File: config.mk
export PLATFORM = sky130hd
export DESIGN_NAME = ads1256_spi_responder
export DESIGN_NICKNAME = d
export VERILOG_FILES = /design/src/rtl/ads1256_spi_responder.sv
export SDC_FILE = /design/constraint.sdc
export NUM_CORES = 1
export LEC_CHECK = 0
export CORE_UTILIZATION = 60
export DETAILED_ROUTE_END_ITERATION = 6
export PLACE_DENSITY = 0.79
export RECOVER_POWER = 100
export SYNTH_ARGS = -nofsm -noshare
export SYNTH_HDL_FRONTEND = slang
export SYNTH_SLANG_ARGS = --single-unit
File: constraint.sdc
create_clock -name clock_i -period 6.58 [get_ports clock_i]
set_input_delay 0.658 -clock clock_i [delete_from_list [all_inputs] [get_ports clock_i]]
set_output_delay 0.658 -clock clock_i [all_outputs]
set_load 0.02 [all_outputs]
File: src/rtl/ads1256_spi_responder.sv
`default_nettype none
// ============================================================================
// Module   : ads1256_spi_responder
// Function : ADS1256 command-interface SPI slave with DRDY_L generation;
//            define ADS_EMU_RAMP_EN to source samples from an internal ramp.
// Revision : 1.0
// ============================================================================
module ads1256_spi_responder #(
  parameter int DRDY_PERIOD      = 3333,
  parameter int DRDY_HIGH_CYCLES = 40,
  parameter int SELFCAL_CYCLES   = 8000,
  parameter int NUM_REGS         = 11
) (
  input  logic        clock_i,
  input  logic        reset_i,
  input  logic        SCLK_i,
  input  logic        MOSI_i,
  input  logic        CS_L_i,
  input  logic [23:0] conversion_data_i,
  output logic        MISO_o,
  output logic        MISO_oe_o,
  output logic        DRDY_L_o,
  output logic        rdatac_o,
  output logic [7:0]  reg_mux_o
);

  localparam int c_cnt_w = $clog2(DRDY_PERIOD + 1);
  localparam int c_cal_w = $clog2(SELFCAL_CYCLES + 1);
  localparam logic [c_cnt_w-1:0] c_wrap     = c_cnt_w'(DRDY_PERIOD - 1);
  localparam logic [c_cnt_w-1:0] c_hi_start = c_cnt_w'(DRDY_PERIOD - DRDY_HIGH_CYCLES);
  localparam logic [c_cal_w-1:0] c_cal_end  = c_cal_w'(SELFCAL_CYCLES - 1);
  localparam logic [4:0]         c_num_regs = 5'(NUM_REGS);

  localparam logic [2:0] c_st_cmd      = 3'd0;
  localparam logic [2:0] c_st_rdata    = 3'd1;
  localparam logic [2:0] c_st_rdatac   = 3'd2;
  localparam logic [2:0] c_st_rreg_cnt = 3'd3;
  localparam logic [2:0] c_st_rreg_out = 3'd4;
  localparam logic [2:0] c_st_wreg_cnt = 3'd5;
  localparam logic [2:0] c_st_wreg_in  = 3'd6;
  localparam logic [2:0] c_st_selfcal  = 3'd7;

  function automatic logic [7:0] reg_init(input int idx);
    case (idx)
      0, 1:    reg_init = 8'h01;
      2:       reg_init = 8'h20;
      3:       reg_init = 8'hF0;
      4:       reg_init = 8'hE0;
      10:      reg_init = 8'h40;
      default: reg_init = 8'h00;
    endcase
  endfunction

  logic [1:0]         r_sclk_sync, r_mosi_sync, r_cs_sync;
  logic               r_sclk_prev, r_cs_prev;
  logic [2:0]         r_state;
  logic [2:0]         r_bit_cnt;
  logic [1:0]         r_byte_idx;
  logic [6:0]         r_rx;
  logic [23:0]        r_tx, r_hold;
  logic               r_miso, r_word_act, r_rdatac, r_drdy_l, r_pending;
  logic [4:0]         r_addr;
  logic [3:0]         r_remain;
  logic [c_cnt_w-1:0] r_drdy_cnt;
  logic [c_cal_w-1:0] r_cal_cnt;
  logic [7:0]         r_regs [0:NUM_REGS-1];

  logic        w_cs_act, w_cs_rise, w_sclk_rise, w_sclk_fall, w_byte_done;
  logic        w_busy, w_tx_active, w_wrap, w_do_update, w_cal_done;
  logic [7:0]  w_rx_byte, w_rd_cur, w_rd_nxt;
  logic [4:0]  w_addr_nxt;
  logic [23:0] w_sample;

  // SCLK activity is ignored entirely while self-calibrating.
  assign w_cs_act    = ~r_cs_sync[1];
  assign w_cs_rise   = r_cs_sync[1] & ~r_cs_prev;
  assign w_sclk_rise = w_cs_act & (r_state != c_st_selfcal) & r_sclk_sync[1] & ~r_sclk_prev;
  assign w_sclk_fall = w_cs_act & (r_state != c_st_selfcal) & ~r_sclk_sync[1] & r_sclk_prev;
  assign w_byte_done = w_sclk_fall & (r_bit_cnt == 3'd0);
  assign w_rx_byte   = {r_rx, r_mosi_sync[1]};
  assign w_busy      = (r_state == c_st_rdata) | ((r_state == c_st_rdatac) & r_word_act);
  assign w_tx_active = w_busy | (r_state == c_st_rreg_out);
  assign w_wrap      = (r_drdy_cnt == c_wrap);
  // A wrap that lands inside a readout is held in r_pending and replayed afterwards.
  assign w_do_update = (w_wrap | r_pending) & ~w_busy & (r_state != c_st_selfcal);
  assign w_cal_done  = (r_state == c_st_selfcal) & (r_cal_cnt == c_cal_end);
  assign w_addr_nxt  = r_addr + 5'd1;

  always_comb begin
    w_rd_cur = 8'h00;
    w_rd_nxt = 8'h00;
    if (r_addr < c_num_regs)     w_rd_cur = r_regs[r_addr[3:0]];
    if (w_addr_nxt < c_num_regs) w_rd_nxt = r_regs[w_addr_nxt[3:0]];
  end

`ifdef ADS_EMU_RAMP_EN
  logic [23:0] r_ramp;
  always_ff @(posedge clock_i or posedge reset_i) begin
    if (reset_i)                        r_ramp <= 24'h123456;
    else if (w_do_update || w_cal_done) r_ramp <= r_ramp + 24'd1;
  end
  assign w_sample = r_ramp;
`else
  assign w_sample = conversion_data_i;
`endif

  always_ff @(posedge clock_i or posedge reset_i) begin
    if (reset_i) begin
      r_sclk_sync <= 2'b00;
      r_mosi_sync <= 2'b00;
      r_cs_sync   <= 2'b11;
      r_sclk_prev <= 1'b0;
      r_cs_prev   <= 1'b1;
    end else begin
      r_sclk_sync <= {r_sclk_sync[0], SCLK_i};
      r_mosi_sync <= {r_mosi_sync[0], MOSI_i};
      r_cs_sync   <= {r_cs_sync[0], CS_L_i};
      r_sclk_prev <= r_sclk_sync[1];
      r_cs_prev   <= r_cs_sync[1];
    end
  end

  always_ff @(posedge clock_i or posedge reset_i) begin
    if (reset_i) begin
      r_state    <= c_st_cmd;
      r_bit_cnt  <= 3'd7;
      r_byte_idx <= 2'd0;
      r_rx       <= '0;
      r_tx       <= '0;
      r_hold     <= '0;
      r_miso     <= 1'b0;
      r_word_act <= 1'b0;
      r_rdatac   <= 1'b0;
      r_drdy_l   <= 1'b1;
      r_pending  <= 1'b0;
      r_addr     <= '0;
      r_remain   <= '0;
      r_drdy_cnt <= '0;
      r_cal_cnt  <= '0;
      for (int i = 0; i < NUM_REGS; i++) r_regs[i] <= reg_init(i);
    end else begin
      if (r_state == c_st_selfcal || w_wrap) r_drdy_cnt <= '0;
      else                                   r_drdy_cnt <= r_drdy_cnt + c_cnt_w'(1);
      if (r_drdy_cnt == c_hi_start) r_drdy_l <= 1'b1;
      if (w_wrap && w_busy)         r_pending <= 1'b1;

      if (w_do_update) begin
        r_hold    <= w_sample;
        r_drdy_l  <= 1'b0;
        r_pending <= 1'b0;
        if (r_state == c_st_rdatac) begin
          r_tx       <= w_sample;
          r_word_act <= 1'b1;
          r_byte_idx <= 2'd0;
        end
      end

      if (r_state == c_st_selfcal) begin
        r_drdy_l  <= 1'b1;
        r_cal_cnt <= r_cal_cnt + c_cal_w'(1);
        if (w_cal_done) begin
          r_hold   <= w_sample;
          r_drdy_l <= 1'b0;
          r_state  <= c_st_cmd;
        end
      end

      if (w_sclk_rise) begin
        if (w_tx_active) begin
          r_miso <= r_tx[23];
          r_tx   <= {r_tx[22:0], 1'b0};
        end else begin
          r_miso <= 1'b0;
        end
      end

      if (w_sclk_fall) begin
        r_rx      <= w_rx_byte[6:0];
        r_bit_cnt <= r_bit_cnt - 3'd1;
      end

      if (w_byte_done) begin
        case (r_state)
          c_st_cmd: begin
            casez (w_rx_byte)
              8'h01, 8'h03: begin
                r_state    <= c_st_rdata;
                r_tx       <= r_hold;
                r_byte_idx <= 2'd0;
                if (w_rx_byte == 8'h03) r_rdatac <= 1'b1;
              end
              8'h0F: r_rdatac <= 1'b0;
              8'h1?: begin
                r_addr  <= {1'b0, w_rx_byte[3:0]};
                r_state <= c_st_rreg_cnt;
              end
              8'h5?: begin
                r_addr  <= {1'b0, w_rx_byte[3:0]};
                r_state <= c_st_wreg_cnt;
              end
              8'hF0: begin
                r_state   <= c_st_selfcal;
                r_cal_cnt <= '0;
                r_drdy_l  <= 1'b1;
              end
              default: ;
            endcase
          end
          c_st_rdata: begin
            if (r_byte_idx == 2'd2) begin
              r_state    <= r_rdatac ? c_st_rdatac : c_st_cmd;
              r_word_act <= 1'b0;
              r_drdy_l   <= 1'b1;
            end else begin
              r_byte_idx <= r_byte_idx + 2'd1;
            end
          end
          c_st_rdatac: begin
            if (r_word_act) begin
              if (r_byte_idx == 2'd0 && w_rx_byte == 8'h0F && !r_drdy_l) begin
                r_rdatac   <= 1'b0;
                r_word_act <= 1'b0;
                r_state    <= c_st_cmd;
              end else if (r_byte_idx == 2'd2) begin
                r_word_act <= 1'b0;
                r_drdy_l   <= 1'b1;
              end else begin
                r_byte_idx <= r_byte_idx + 2'd1;
              end
            end
          end
          c_st_rreg_cnt: begin
            r_remain <= w_rx_byte[3:0];
            r_tx     <= {w_rd_cur, 16'h0000};
            r_state  <= c_st_rreg_out;
          end
          c_st_rreg_out: begin
            if (r_remain == 4'd0) begin
              r_state <= c_st_cmd;
            end else begin
              r_remain <= r_remain - 4'd1;
              r_addr   <= w_addr_nxt;
              r_tx     <= {w_rd_nxt, 16'h0000};
            end
          end
          c_st_wreg_cnt: begin
            r_remain <= w_rx_byte[3:0];
            r_state  <= c_st_wreg_in;
          end
          c_st_wreg_in: begin
            if (r_addr < c_num_regs) r_regs[r_addr[3:0]] <= w_rx_byte;
            r_addr <= w_addr_nxt;
            if (r_remain == 4'd0) r_state <= c_st_cmd;
            else                  r_remain <= r_remain - 4'd1;
          end
          default: r_state <= c_st_cmd;
        endcase
      end

      // Deselect drops any partial byte; calibration runs on regardless of CS.
      if (w_cs_rise) begin
        r_bit_cnt  <= 3'd7;
        r_byte_idx <= 2'd0;
        r_word_act <= 1'b0;
        r_miso     <= 1'b0;
        if (r_state != c_st_selfcal) r_state <= c_st_cmd;
      end
    end
  end

  assign MISO_oe_o = w_cs_act;
  assign MISO_o    = w_cs_act & r_miso;
  assign DRDY_L_o  = r_drdy_l;
  assign rdatac_o  = r_rdatac;
  assign reg_mux_o = r_regs[1];

endmodule
`default_nettype wire

==> reports/results.txt <==
# diodes: 0
largest family of logic cells by synthesized area: multiplexers
Initial Util: 62.17%
Site Rows: 48
Top Family by Delay on Critical Path: flip-flops
Post-synth ARST share: 100.0%
Leak: 5.051 nW
HP Class: flop to flop
GRT Residual Overflow: 0
Hold Buf Count CTS: 0
synth top area cells: dfrtp_1, mux2_2, mux4_2, dfstp_2, mux2i_1
Final Hold Fails: 0
commonest non-fill, non-tap cell in the layout: dfrtp_1
total CTS buffers: 17
delay of the slowest cell on the worst path: 1.68 ns
DP HPWL: 17.47 mm
Simple-Gate Fraction of Synth Area: 12.34%
Tot GR Track Use: 29.92%
global-route wire length before repair: 41.99 mm
status: finished, violations left
Distinct cells, synth: 67
Finish-stage setup viols: 0
DRT Pass-1 Iters: 7
area fraction of the dominant cell type after synthesis: 41.46%
crit share post-route: 67.76%
CP required: 6.89 ns
Worst Setup End Kind: flop
vias in the first global route: 7760
dominant synthesized flop cell: dfrtp_1
worst hold slack: 0.3505 ns
port bufs: 40
die width: 136.6 µm
# DRC: 0
CTS max path bufs: 2
Synth Area in Compound Gates: 14.00%
max cap viols: 2
CP cell instances: inv_1, ha_1, mux4_2, a21boi_0, o31ai_1, o211ai_1
Max Freq: 0.2243 GHz
Post-Syn Nets: 995
Syn Area/Cell: 11.38 µm²
P per Cell Area: 212.9 nW/µm²
CP max stage cell: dfrtp_1
VDD IR-drop max: 0.2856 mV
clk_lat worst skew: 0.45 ns
post-synthesis sequential area ratio: 45.81%
GP Congestion: 0.9684
number of fillers in the final layout: 1311
Post-Synth Adder-Cell Area: 1.267%
Hold Path Stages: 0
CP Buf/Inv Count: 1
ANT nets after route: 0
number of synthesized flops with an enable pin: 0
Routed WL: 26.16 mm
Clk pin slew, worst setup/hold paths: 0.07 ns
most frequent cells in the layout: dfrtp_1, mux2_2, nor2_1, nand2_1, o21ai_0
Final Skew: 0.008059 ns
Tightest Pin Transition: 1.996 ns
post-synth top area cell: dfrtp_1
post-cts resize count: 0
CP Launch Type: flop
Synth Instances: 955
Root Driver: clkbuf_16
initial antenna violation count: 0
Die Y: 136.6 µm
CP Class: flop to flop
Final min period: 4.458 ns
area of the core: 17480 µm²
Layout Nets: 988
Setup Total Neg Slack: 0 ns
#FFs+latches synth: 198
failing checks: capacitance limit, slew limit
vias post-DR: 7860
Synth-to-Final Area Change: 7.945%
critical path peak fanout: 49
fin. max-slew vios: 76
DP Cell Count: 1154
instance count on the critical path: 6
post-synthesis mux area share: 20.75%
proportion of layout cells with a drive suffix above 1: 21.75%
largest net degree at the start of global routing: 133
num ports: 41
post-synthesis xor/xnor area fraction: 2.096%
die area: 18650 µm²
Max-Slew Margin vs Limit: -33.05%
Wirelength per Cell: 22.06 µm
first-iteration detailed-routing DRC count: 657
Synth Warn #: 0
crit path DAT: 4.76 ns
Via density: 6.627
RSZ-0062 raised after global routing: false
clock sink total: 198
post-CTS setup buffer count: 0
final cell count without fillers: 1186
Cell Area, Synth: 10870 µm²
H-tree depth: 4
R2R depth: 6
CTS tree: built
[worst register-to-register path, stage by stage (launching register included)]
cell	delay, ns
dfrtp_1	1.68
inv_1	0.22
ha_1	1.17
mux4_2	0.61
a21boi_0	0.14
o31ai_1	0.35
o211ai_1	0.15
[routing by layer]
layer	wire length (µm)	share of wire, %	global-route usage [%]	vias up
met4	916	3.5	12.90	0
met2	12140	46	46.56	296
met5	0	0	0	-
met3	1633	6.2	6.926	61
met1	11470	44	40.19	3959
li1	-	-	-	3544
[path summary, 6_finish.rpt]
path,from,endpoint,slack (ns)
worst max-delay path,r_addr[1]$_DFFE_PP0P_,r_tx[22]$_DFF_PP0_,2.12
worst min-delay path,r_sclk_sync[0]$_DFF_PP0_,r_sclk_sync[1]$_DFF_PP0_,0.35
worst max register to register,r_addr[1]$_DFFE_PP0P_,r_tx[22]$_DFF_PP0_,2.12
worst min register to register,r_sclk_sync[0]$_DFF_PP0_,r_sclk_sync[1]$_DFF_PP0_,0.35
max in group asynchronous,reset_i,r_regs[39]$_DFFE_PP0P_,4.35
min in group asynchronous,reset_i,r_tx[1]$_DFF_PP0_,0.83
[flip-flops by register name (all words and copies together), names as in the netlist, 2 cells and up]
| signal | cells |
|---|---|
| r_regs | 80 |
| r_hold | 24 |
| r_tx | 24 |
| r_cal_cnt | 13 |
| r_drdy_cnt | 12 |
| reg_mux_o | 8 |
| r_rx | 7 |
| r_addr | 5 |
| r_remain | 4 |
| r_bit_cnt | 3 |
| r_state | 3 |
| r_byte_idx | 2 |
| r_cs_sync | 2 |
| r_mosi_sync | 2 |
| r_sclk_sync | 2 |
[synth_stat cells (all sizes together), types with 2 or more instances]
| master | n |
|---|---|
| dfrtp | 180 |
| mux2 | 128 |
| nor2 | 52 |
| nand2 | 44 |
| o21ai | 39 |
| clkbuf | 37 |
| buf | 36 |
| nand3 | 30 |
| and3 | 28 |
| a22oi | 27 |
| mux2i | 25 |
| mux4 | 25 |
| a21oi | 24 |
| a211oi | 23 |
| a21boi | 19 |
| dfstp | 18 |
| o2bb2ai | 18 |
| xor2 | 16 |
| o211ai | 15 |
| inv | 14 |
| nand2b | 12 |
| nand3b | 12 |
| a21o | 11 |
| ha | 11 |
| nor2b | 11 |
| o31ai | 11 |
| nor3 | 10 |
| xnor2 | 10 |
| nand4 | 9 |
| or3 | 9 |
| nor4 | 5 |
| nor3b | 4 |
| a2bb2oi | 3 |
| a31oi | 3 |
| and2 | 3 |
| nand4b | 3 |
| nor4b | 3 |
| or4b | 3 |
| a31o | 2 |
| o21a | 2 |
| o221ai | 2 |
| or2 | 2 |
| or3b | 2 |
[cells by family (layout without fill, tap and decap cells)]
group	after synthesis	after routing
buffers and inverters	87	93
AO/OA/AOI/OAI	209	209
multiplexers	178	178
flip-flops	198	198
XOR/XNOR	26	26
adder cells (fa/ha/maj)	11	11
AND/OR/NAND/NOR	246	246
[power by group]
group          total [mW]  switching [mW]  internal [mW]
Combinational       0.138          0.0768         0.0617
Clock                1.00           0.478          0.526
Sequential           1.35           0.113           1.24
[through the flow]
stage | cell area (µm²) | setup slack, ns | power (mW) | utilization [%]
2_1_floorplan | 10870 | 0.5545 | 1.428 | -
3_3_place_gp | 11260 | 2.990 | 1.512 | 64.43
3_5_place_dp | 11260 | 2.832 | 1.517 | 64.43
4_1_cts | 11820 | 2.827 | 2.514 | 67.63
5_1_grt | 11730 | 1.734 | 2.587 | 67.11
6_report | 11730 | 2.122 | 2.497 | 67.11
[final cells by class]
| cell class | instances | area [µm²] | area share, % |
|---|---|---|---|
| multi-input combinational | 670 | 5408 | 46.11 |
| tap | 225 | 281.5 | 2.400 |
| clock buffer | 19 | 432.9 | 3.691 |
| clock inverter | 13 | 126.4 | 1.077 |
| sequential | 198 | 4979 | 42.45 |
| timing repair buffer | 47 | 441.7 | 3.766 |
| inverter | 14 | 60.06 | 0.5121 |
Note: power is estimated with default switching activity, not from simulation.
